`src/rtl/if_fetch.sv`:
```
// -----------------------------------------------------------------------------
// if_fetch -- instruction fetch stage with a one-entry skid buffer.
//
// Issues one instruction-memory request at a time (REQ -> WAIT), so the peak
// rate is one instruction every two cycles. A returned instruction goes to the
// output registers if the downstream slot is free, otherwise to a one-entry
// skid buffer (state HOLD, no new requests until it drains). A redirect
// re-targets the fetch address and flushes everything presented or buffered.
// A response already in flight when the redirect happens is dropped in DISCARD.
//
// Optional feature macro: IF_FAULT_EN
//   Adds i_imem_err (qualifies i_imem_rvalid) and o_fault_out. An error
//   response is presented as a valid all-zero instruction with o_fault_out=1,
//   and fetching halts until the next redirect, which clears o_fault_out.
//
// Ports
//   clk               clock, all state updates on its rising edge
//   rst               synchronous active-low reset
//   i_stall           downstream is holding; the presented output is not consumed
//   i_redirect        branch/jump/flush this cycle
//   i_redirect_pc     new fetch address (low two bits ignored)
//   o_imem_req        fetch request to instruction memory
//   o_imem_addr       word-aligned fetch address
//   i_imem_gnt        memory accepts the request this cycle
//   i_imem_rvalid     response valid (earliest the cycle after grant)
//   i_imem_rdata      fetched instruction word
//   i_imem_err        (IF_FAULT_EN) response is an error
//   o_pc_out          address of the presented instruction
//   o_instruction_out presented instruction (NOP when o_valid_out=0)
//   o_valid_out       o_pc_out/o_instruction_out hold a real instruction
//   o_fault_out       (IF_FAULT_EN) presented instruction faulted
// -----------------------------------------------------------------------------
module if_fetch #(
  parameter int unsigned      WIDTH    = 32,
  parameter logic [WIDTH-1:0] RESET_PC = 32'h0000_0000
) (
  input  logic             clk,
  input  logic             rst,
  input  logic             i_stall,
  input  logic             i_redirect,
  input  logic [WIDTH-1:0] i_redirect_pc,
  output logic             o_imem_req,
  output logic [WIDTH-1:0] o_imem_addr,
  input  logic             i_imem_gnt,
  input  logic             i_imem_rvalid,
  input  logic [WIDTH-1:0] i_imem_rdata,
`ifdef IF_FAULT_EN
  input  logic             i_imem_err,
  output logic             o_fault_out,
`endif
  output logic [WIDTH-1:0] o_pc_out,
  output logic [WIDTH-1:0] o_instruction_out,
  output logic             o_valid_out
);

  localparam logic [WIDTH-1:0] NOP = WIDTH'(32'h0000_0013);

  typedef enum logic [1:0] {
    S_REQ     = 2'd0,  // request outstanding on the bus
    S_WAIT    = 2'd1,  // granted, waiting for the response
    S_DISCARD = 2'd2,  // granted before a redirect; drop the next response
    S_HOLD    = 2'd3   // skid buffer full, no request
  } state_t;

  state_t           r_state;
  logic [WIDTH-1:0] r_pc;
  logic             r_imem_req;
  logic             r_halt;
  logic             r_valid;
  logic [WIDTH-1:0] r_pc_out;
  logic [WIDTH-1:0] r_instr;
  logic [WIDTH-1:0] r_skid_pc;
  logic [WIDTH-1:0] r_skid_instr;

  logic             w_err;
  logic             w_fire;
  logic             w_slot_free;
  logic             w_rsp_take;
  logic             w_skid_drain;
  logic [WIDTH-1:0] w_rsp_instr;
  logic [WIDTH-1:0] w_pc_redirect;
  logic [WIDTH-1:0] w_pc_next;

  // A grant only counts while the request is actually driven; this keeps a
  // grant seen in the first cycle after reset release from being taken.
  assign w_fire        = r_imem_req & i_imem_gnt;
  assign w_slot_free   = ~r_valid | ~i_stall;
  assign w_rsp_take    = (r_state == S_WAIT) & i_imem_rvalid & ~i_redirect;
  assign w_skid_drain  = (r_state == S_HOLD) & ~i_stall & ~i_redirect;
  assign w_rsp_instr   = w_err ? '0 : i_imem_rdata;
  assign w_pc_redirect = i_redirect_pc & ~WIDTH'(3);
  assign w_pc_next     = r_pc + WIDTH'(4);  // wraps modulo 2^WIDTH

  always_ff @(posedge clk) begin
    if (!rst) begin
      r_state      <= S_REQ;
      r_pc         <= RESET_PC;
      r_imem_req   <= 1'b0;
      r_halt       <= 1'b0;
      r_valid      <= 1'b0;
      r_pc_out     <= '0;
      r_instr      <= NOP;
      r_skid_pc    <= '0;
      r_skid_instr <= NOP;
    end else if (i_redirect) begin
      // Redirect beats stall and grant: flush output and skid, re-target pc.
      r_pc    <= w_pc_redirect;
      r_halt  <= 1'b0;
      r_valid <= 1'b0;
      r_instr <= NOP;
      case (r_state)
        S_REQ: begin
          r_state    <= w_fire ? S_DISCARD : S_REQ;
          r_imem_req <= ~w_fire;
        end
        S_WAIT, S_DISCARD: begin
          // A response arriving now is the stale one: drop it and go again.
          r_state    <= i_imem_rvalid ? S_REQ : S_DISCARD;
          r_imem_req <= i_imem_rvalid;
        end
        default: begin  // S_HOLD
          r_state    <= S_REQ;
          r_imem_req <= 1'b1;
        end
      endcase
    end else begin
      // NOTE: non-blocking assignments later in this block override these
      // defaults, so a newly loaded entry wins over the consume-and-clear.
      if (!i_stall) begin
        r_valid <= 1'b0;
        r_instr <= NOP;
      end
      case (r_state)
        S_REQ: begin
          if (w_fire) begin
            r_state    <= S_WAIT;
            r_imem_req <= 1'b0;
          end else begin
            r_imem_req <= ~r_halt;
          end
        end
        S_WAIT: begin
          if (w_rsp_take) begin
            r_pc <= w_pc_next;
            if (w_err) r_halt <= 1'b1;
            if (w_slot_free) begin
              r_valid    <= 1'b1;
              r_pc_out   <= r_pc;
              r_instr    <= w_rsp_instr;
              r_state    <= S_REQ;
              r_imem_req <= ~w_err;
            end else begin
              r_skid_pc    <= r_pc;
              r_skid_instr <= w_rsp_instr;
              r_state      <= S_HOLD;
              r_imem_req   <= 1'b0;
            end
          end
        end
        S_DISCARD: begin
          if (i_imem_rvalid) begin
            r_state    <= S_REQ;
            r_imem_req <= ~r_halt;
          end
        end
        default: begin  // S_HOLD
          if (w_skid_drain) begin
            r_valid    <= 1'b1;
            r_pc_out   <= r_skid_pc;
            r_instr    <= r_skid_instr;
            r_state    <= S_REQ;
            r_imem_req <= ~r_halt;
          end
        end
      endcase
    end
  end

`ifdef IF_FAULT_EN
  logic r_skid_err;
  logic r_fault_out;

  // Fault flag follows its entry: set when the errored entry reaches the
  // output registers (directly or via the skid), held until a redirect.
  always_ff @(posedge clk) begin
    if (!rst) begin
      r_skid_err  <= 1'b0;
      r_fault_out <= 1'b0;
    end else if (i_redirect) begin
      r_skid_err  <= 1'b0;
      r_fault_out <= 1'b0;
    end else begin
      if (w_rsp_take) begin
        if (w_slot_free) begin
          if (w_err) r_fault_out <= 1'b1;
        end else begin
          r_skid_err <= w_err;
        end
      end
      if (w_skid_drain && r_skid_err) r_fault_out <= 1'b1;
    end
  end

  assign w_err       = i_imem_err;
  assign o_fault_out = r_fault_out;
`else
  assign w_err = 1'b0;
`endif

  assign o_imem_req        = r_imem_req;
  assign o_imem_addr       = r_pc;
  assign o_pc_out          = r_pc_out;
  assign o_instruction_out = r_instr;
  assign o_valid_out       = r_valid;

endmodule

```
`config.mk`:
```
export PLATFORM = sky130hd
export DESIGN_NAME = if_fetch
export DESIGN_NICKNAME = d
export VERILOG_FILES = /design/src/rtl/if_fetch.sv
export SDC_FILE = /design/constraint.sdc
export NUM_CORES = 1
export LEC_CHECK = 0
export ABC_CLOCK_PERIOD_IN_PS = 3400
export CORE_MARGIN = 10
export CORE_UTILIZATION = 50
export DETAILED_ROUTE_END_ITERATION = 6
export GPL_ROUTABILITY_DRIVEN = 0
export GPL_TIMING_DRIVEN = 0
export MAX_ROUTING_LAYER = met4
export PLACE_DENSITY = 0.79
export SLEW_MARGIN = 15
export SYNTH_ARGS = -nofsm -noshare
export SYNTH_HDL_FRONTEND = slang
export SYNTH_SLANG_ARGS = --single-unit
```
`constraint.sdc`:
```
create_clock -name clk -period 3.4 [get_ports clk]
set_clock_uncertainty 0.05 [all_clocks]
set_input_delay 0.51 -clock clk [delete_from_list [all_inputs] [get_ports clk]]
set_output_delay 0.51 -clock clk [all_outputs]
set_load 0.05 [all_outputs]
```
==> results of run 1 <==
-- power by group through the flow --
stage | Clock [W] | Sequential (W) | Combinational [W]
after global routing | 0.00198 | 0.00198 | 0.000958
after detailed placement | 0 | 0.00201 | 0.000885
after floorplan | 0 | 0.00214 | 0.000423
after CTS | 0.00190 | 0.00197 | 0.000891
final | 0.00190 | 0.00197 | 0.000900
after global placement | 0 | 0.00201 | 0.000876
-- final cells by class --
type / count / area share [%]
diodes: 1 / 0.0249
clock buffers: 21 / 4.68
multi-input cells: 698 / 40.4
clock inverters: 10 / 1.13
plain buffers: 80 / 3.76
flip-flops and latches: 158 / 31.5
well taps: 188 / 2.34
repair buffers: 159 / 15.8
inverters: 11 / 0.411
-- routing by layer --
metal / global-route usage (%) / vias up / share of wire, %
li1: - / 3687 / -
met1: 28.5 / 3619 / 43
met2: 37.1 / 308 / 47
met3: 5.45 / 44 / 7.8
met4: 8.92 / 0 / 2.5
met5: - / - / 0
-- worst max-delay path: stages (launching register included) --
cell and delay (ns):
dfxtp_1 0.41, inv_1 0.11, ha_1 0.21, buf_4 0.18, nand3_1 0.14, or3_1 0.13, clkbuf_1 0.46, clkbuf_1 0.42
nand2_1 0.17, a21oi_1 0.20
-- per-stage QoR --
stage / hold WS (ns) / worst slack [ns]
after floorplan: 0.384 / 1.25
after global placement: 0.389 / 0.556
after detailed placement: 0.396 / 0.529
after CTS: 0.405 / 0.930
after global routing: 0.425 / 0.677
final: 0.402 / 0.841
-- worst max path at each step --
stage                          startpoint               to  slack [ns]  depth (start not counted)
after floorplan            o_imem_addr[2]  o_imem_addr[26]        1.25                          5
after global placement      i_imem_rvalid  r_skid_instr[6]        0.56                          6
after detailed placement    i_imem_rvalid  r_skid_instr[6]        0.53                          6
after CTS                 o_imem_addr[17]  o_imem_addr[17]        0.93                          1
after global routing           r_state[1]  r_skid_instr[6]        0.68                          8
final                          r_state[1]    r_skid_pc[24]        0.84                          9
-- sequential cells by signal (all words and copies together), names as in the netlist --
name / cells
r_skid_pc: 30
o_valid_out: 1
o_imem_req: 1
o_instruction_out: 32
o_imem_addr: 30
r_state: 2
r_skid_instr: 32
o_pc_out: 30
-- cells by family (layout without fill, tap and decap cells) --
kind of cell    Yosys count  after routing  synth area share (%)
compound gates          267            267                  21.3
xor+xnor                 10             10                  1.15
fa+ha+maj                 7              7                  1.15
buf+inv                  91            281                  5.49
flops                   158            158                  41.5
mux                      62             62                  8.63
other cells               1              5                0.0491
simple gates            348            348                  20.8
-- cells in the final DEF (no fill, tap or decap), types with 8 or more instances in the layout --
cell type        netlist  layout
nand2_1              262     262
o21ai_0               30      30
or4_1                 12      12
nand4_1               10      10
mux2i_1               32      32
dfxtp_1              158     158
o31ai_1               13      13
clkdlybuf4s50_1        0     159
a21oi_1              125     125
clkbuf_16              0      17
nor2_1                11      11
buf_2                  9       9
buf_4                  8       8
a31oi_1               16      16
a211oi_1              33      33
o21bai_1              30      30
or3_1                 11      11
inv_1                  9       9
mux2_2                30      30
nand3_1               10      10
clkbuf_1              56      57
==> summary.txt, run 1 <==
Placed design
  – Post-Place Cells: 1,294
  – Detailed Place HPWL: between 15,000 and 20,000 um
  – Post-placement cell area: 9470 um^2
  – IO Port Bufs: 159

Routing
  – Per-cell routed wire length: 18.1 um
  – ANT nets after route: 0
  – 1st-iter DRT viols: between 500 and 600
  – DR pass1 iterations: 6
  – # DRC: 0
  – Avg Vias per Cell: between 5 and 6
  – Detailed Route WL: 24,000 um
  – Vias: ~7.7k

Yosys
  – Average size of a mapped cell: 8.08 um^2
  – Area leader, netlist: dfxtp_1
  – Synth top area cells: dfxtp_1 (41%), nand2_1 (13%), a21oi_1 (8.2%)
  – Synth Register Bits: 158
  – Ys async rst share: 0%
  – Yosys Warn Count: 0
  – Sequential area share after synthesis: about two fifths
  – Unique masters post-synth: between 50 and 60
  – Most frequent cell after synthesis: nand2_1
  – Syn Inst Count: 944
  – Main synth FF type: dfxtp_1
  – Post-synth top area share: about two fifths
  – Mapped cell area: 7630 um^2
  – Top cell types by occurrence after synthesis: nand2_1 (262), dfxtp_1 (158), a21oi_1 (125), clkbuf_1 (56), a211oi_1 (33)
  – Number of synthesized flops with an enable pin: 0

GRT
  – Number of antenna violations at the first check in global routing: 0
  – Gr usage total: 23.4%
  – Maximum number of pins on one net before global-route repair: 17
  – Vias in the first global route: 7,469
  – Global-route wire length before repair: 37,800 um
  – Total gr overflow: 0

Power and ir drop
  – Psw: 0.00141 W
  – Sequential Power Share: 41.4%
  – Pwr/cell area: ~470 nW/um^2
  – Peak VDD IR: about 380 uV
  – Total power: 0.00477 W
  – Clock share of power: 39.8%
  – Sw frac: roughly 30%
  – Leakage Power: 3.63 nW
  – Logic pwr share: 18.9%
  – Internal power: approximately 0.0034 W

Timing
  – Final hold viol count: 0
  – Minimum clock period: 2.56 ns
  – Max Freq: around 400 MHz
  – Setup_tns: 0 ns
  – Worst-Margin Slew: roughly 0.74 ns
  – Final period utilization: 75.3%
  – Endpoints failing setup: 0
  – RSZ-0062 raised after global routing: false
  – Slew HR: 50.6%
  – Slew Limit Fails: 0

Min path
  – Worst Hold Depth: 2
  – Hold Path End: r_skid_pc[25]
  – Worst hold path type: flop to flop
  – HP Start: r_skid_pc[25]

Worst setup path
  – Crit Reg-Reg Startpoint: r_state[1]
  – Crit path kind: flop to flop
  – Crit path DAT: 2.86 ns
  – Crit end category: flop
  – Req. time, crit path: 3.70 ns
  – Crit start category: flop
  – Reg2reg path depth: 9
  – Worst r2r dst: r_skid_pc[24]
  – R2r setup slk: 0.84 ns
  – Worst Path Max Fanout: 10

Floorplan
  – Core area: approximately 15,000 um^2
  – Die H: ~140 um
  – Num rows: 45
  – Die area: between 20,000 and 25,000 um^2
  – Initial Util: 50.6%
  – Die width: 144 um
  – IO Pins: 168

Job
  – Count of max-cap constraint violations: 0

Clock tree
  – Clk sink count: 158
  – Number of hold buffers added after CTS: 0
  – Post-cts sizing count: 0
  – CTS tree: yes
  – H-tree levels: 4
  – Total CTS buffers: 17
  – Clk_lat worst skew: 0.44 ns
  – Maximum buffer depth of the clock tree: 2
  – Post-CTS Setup Bufs: 0
  – Clock transition at the registers of the reported paths: 0.06 ns
  – Root buffer cell: clkbuf_16

Layout
  – Multi-input gate area: 4060 um^2
  – Cell Count, Final, Fillers Out: 1,326
  – Filler Cell Count: 1,272
  – Area grow syn2layout: 31.8%
  – NumNets Final: 1,202
  – Share of cells above drive strength 1: 8.27%
  – Cell area after layout: slightly above 10,000 um^2
  – Final core utilization: 66.6%
  – Register Area: 3160 um^2

Run status
  – Status: finished, final reports clean
Power figures use the tool's default switching activity.
==> run 2: changes to the inputs <==
--- a/config.mk
+++ b/config.mk
@@ -5,7 +5,7 @@
 export SDC_FILE = /design/constraint.sdc
 export NUM_CORES = 1
 export LEC_CHECK = 0
-export ABC_CLOCK_PERIOD_IN_PS = 3400
+export ABC_CLOCK_PERIOD_IN_PS = 2490
 export CORE_MARGIN = 10
 export CORE_UTILIZATION = 50
 export DETAILED_ROUTE_END_ITERATION = 6
==> constraint.sdc (replaced) <==
create_clock -name clk -period 2.49 [get_ports clk]
set_clock_uncertainty 0.05 [all_clocks]
set_input_delay 0.3735 -clock clk [delete_from_list [all_inputs] [get_ports clk]]
set_output_delay 0.3735 -clock clk [all_outputs]
set_load 0.05 [all_outputs]
==> summary.txt, run 2 (synthesis gave the netlist of run 1 again) <==
Run status
  – Status: finished, final reports clean

Routing
  – M1 WL: 10,100 um (-1.8%)
  – Per-cell routed wire length: 18.2 um (+0.37%)
  – 1st-iter DRT viols: 550 (+0.92%)
  – Metal3 WL: 2140 um (+14%)
  – # DRC: 0 (unchanged)
  – ANT nets after route: 0 (unchanged)
  – DR top layer: met4
  – Avg Vias per Cell: 5.81 (+0.56%)
  – WL met2: 11,200 um (-0.29%)
  – Detailed Route WL: 24,000 um (+0.22%)
  – DR pass1 iterations: 5 (-1)
  – Vias: 7,689 (+0.40%)

Placed design
  – Post-placement cell area: 9470 um^2 (unchanged)
  – Detailed Place HPWL: 17,100 um (unchanged)
  – DP Worst Slack: -0.245 ns (-0.774 ns)
  – Post-Place Cells: 1,294 (unchanged)
  – IO Port Bufs: 159 (unchanged)

Clock tree
  – H-tree levels: 4 (unchanged)
  – Clk_lat worst skew: 0.43 ns (about the same)
  – Root buffer cell: clkbuf_16
  – CTS tree: yes
  – Maximum buffer depth of the clock tree: 2 (unchanged)
  – Clock transition at the registers of the reported paths: 0.06 ns (about the same)
  – Total CTS buffers: 17 (unchanged)
  – Number of hold buffers added after CTS: 0 (unchanged)
  – Clk sink count: 158 (unchanged)

Timing
  – Minimum clock period: 2.35 ns (-0.209 ns)
  – Max Freq: 426 MHz (+8.9%)
  – Endpoints failing setup: 0 (unchanged)
  – Fin worst setup slack: 0.141 ns (-0.701 ns)
  – Setup_tns: 0 ns (unchanged)
  – Worst-Margin Slew: 0.644 ns (-0.0928 ns)
  – Final hold viol count: 0 (unchanged)
  – Final period utilization: 94.3% (+19 points)
  – Slew Limit Fails: 0 (unchanged)
  – Slew HR: 57.1% (+6.5 points)

Worst setup path
  – Crit path kind: flop to flop
  – Req. time, crit path: 2.72 ns (-0.98 ns)
  – R2r setup slk: 0.14 ns (-0.70 ns)
  – Crit end category: flop
  – Crit path DAT: 2.58 ns (-0.28 ns)
  – Crit start category: flop
  – Worst Path Max Fanout: 10 (unchanged)

Layout
  – NumNets Final: 1,200 (-0.17%)
  – Commonest non-fill, non-tap cell in the layout: nand2_1
  – Cell Count, Final, Fillers Out: 1,324 (-0.15%)
  – Most frequent cells in the layout: nand2_1 (262), clkdlybuf4s50_1 (159), dfxtp_1 (158)
  – Share of cells above drive strength 1: 8.81% (+0.54 points)
  – Area grow syn2layout: 31.9% (about the same)
  – Cell area after layout: 10,100 um^2 (about the same)
  – Filler Cell Count: 1,273 (+0.079%)

Power and ir drop
  – Pwr/cell area: 647 nW/um^2 (+36%)
  – Peak VDD IR: 502 uV (+34%)
  – Leakage Power: 3.65 nW (+0.62%)

GRT
  – Vias in the first global route: 7,469 (unchanged)
  – Global-route wire length before repair: 37,800 um (unchanged)
  – Gr usage total: 23.4% (unchanged)
  – Maximum number of pins on one net before global-route repair: 17 (unchanged)
  – Number of antenna violations at the first check in global routing: 0 (unchanged)
  – Total gr overflow: 0 (unchanged)

Floorplan
  – Die width: 144 um (unchanged)
  – Die H: 144 um (unchanged)
  – IO Pins: 168 (unchanged)
  – Die area: 20,600 um^2 (unchanged)
  – Num rows: 45 (unchanged)
  – Core area: 15,100 um^2 (unchanged)
  – Initial Util: 50.6% (unchanged)

Min path
  – Worst hold path type: input pin to flop

Job
  – Count of max-cap constraint violations: 0 (unchanged)
run 2: cell count changes in the layout (fill, tap and decap cells not counted), sizes merged:
cell,delta
buf,-1
clkbuf,-1
run 2: layout make-up:
class	instances	area [um^2]	share of cell area (%)
Antenna cell	1	2.50	0.0249
Timing Repair Buffer	159	1590	15.8
Sequential cell	158	3160	31.4
Clock buffer	21	470	4.67
Inverter	11	41.3	0.410
Clock inverter	10	114	1.13
Multi-Input combinational cell	698	4070	40.4
Buffer	78	380	3.78
Tap cell	188	235	2.34
run 2: repair_timing:
action	4_1_cts	5_1_grt
endpoints found under the setup margin	0	62
hold endpoints to repair	0	0
resized for setup	0	14
buffers inserted	0	0
run 2: layer usage:
layer  up-vias  track usage (%)
met3        42             5.45
li1       3676                -
met4         0             8.92
met2       378             37.1
met5         -                -
met1      3593             28.5
run 2: final timing paths:
check | startpoint | endpoint | cells past startpoint
hold reg to reg | r_skid_pc[25] | r_skid_pc[25] | 2
setup / recovery | r_state[1] | r_skid_pc[24] | 8
setup reg to reg | r_state[1] | r_skid_pc[24] | 8
hold / removal | i_stall | o_instruction_out[2] | 4
run 2: worst max-delay path: stages (launching register included):
cell and delay [ns]:
dfxtp_1 0.35, inv_1 0.12, ha_1 0.19, buf_4 0.19, nand3_1 0.18, or3_1 0.60
clkbuf_2 0.28, nand2_1 0.15, a21oi_1 0.09
run 2: stage by stage:
| stage | power [W] | util, % | hold WS [ns] |
|---|---|---|---|
| detailed placement | 0.00395 | 62.7 | 0.396 |
| global route | 0.00671 | 66.7 | 0.418 |
| global placement | 0.00394 | 62.7 | 0.389 |
| CTS | 0.00650 | 66.6 | 0.370 |
| floorplan | 0.00350 | - | 0.384 |
| finish | 0.00651 | 66.7 | 0.396 |
run 2: power by group:
| group | leakage (nW) | total (W) | switching, W | internal [W] |
|---|---|---|---|---|
| clock | 0.277 | 0.00259 | 0.00104 | 0.00154 |
| combinational | 2.09 | 0.00123 | 0.000781 | 0.000452 |
| sequential | 1.28 | 0.00269 | 0.0000991 | 0.00260 |
==> run 3: changes to the inputs <==
--- a/config.mk
+++ b/config.mk
@@ -13,7 +13,6 @@
 export GPL_TIMING_DRIVEN = 0
 export MAX_ROUTING_LAYER = met4
 export PLACE_DENSITY = 0.79
-export SLEW_MARGIN = 15
 export SYNTH_ARGS = -nofsm -noshare
 export SYNTH_HDL_FRONTEND = slang
 export SYNTH_SLANG_ARGS = --single-unit
==> results of run 3 <==
The final DEF is identical to that of run 2; final timing and power are the same.
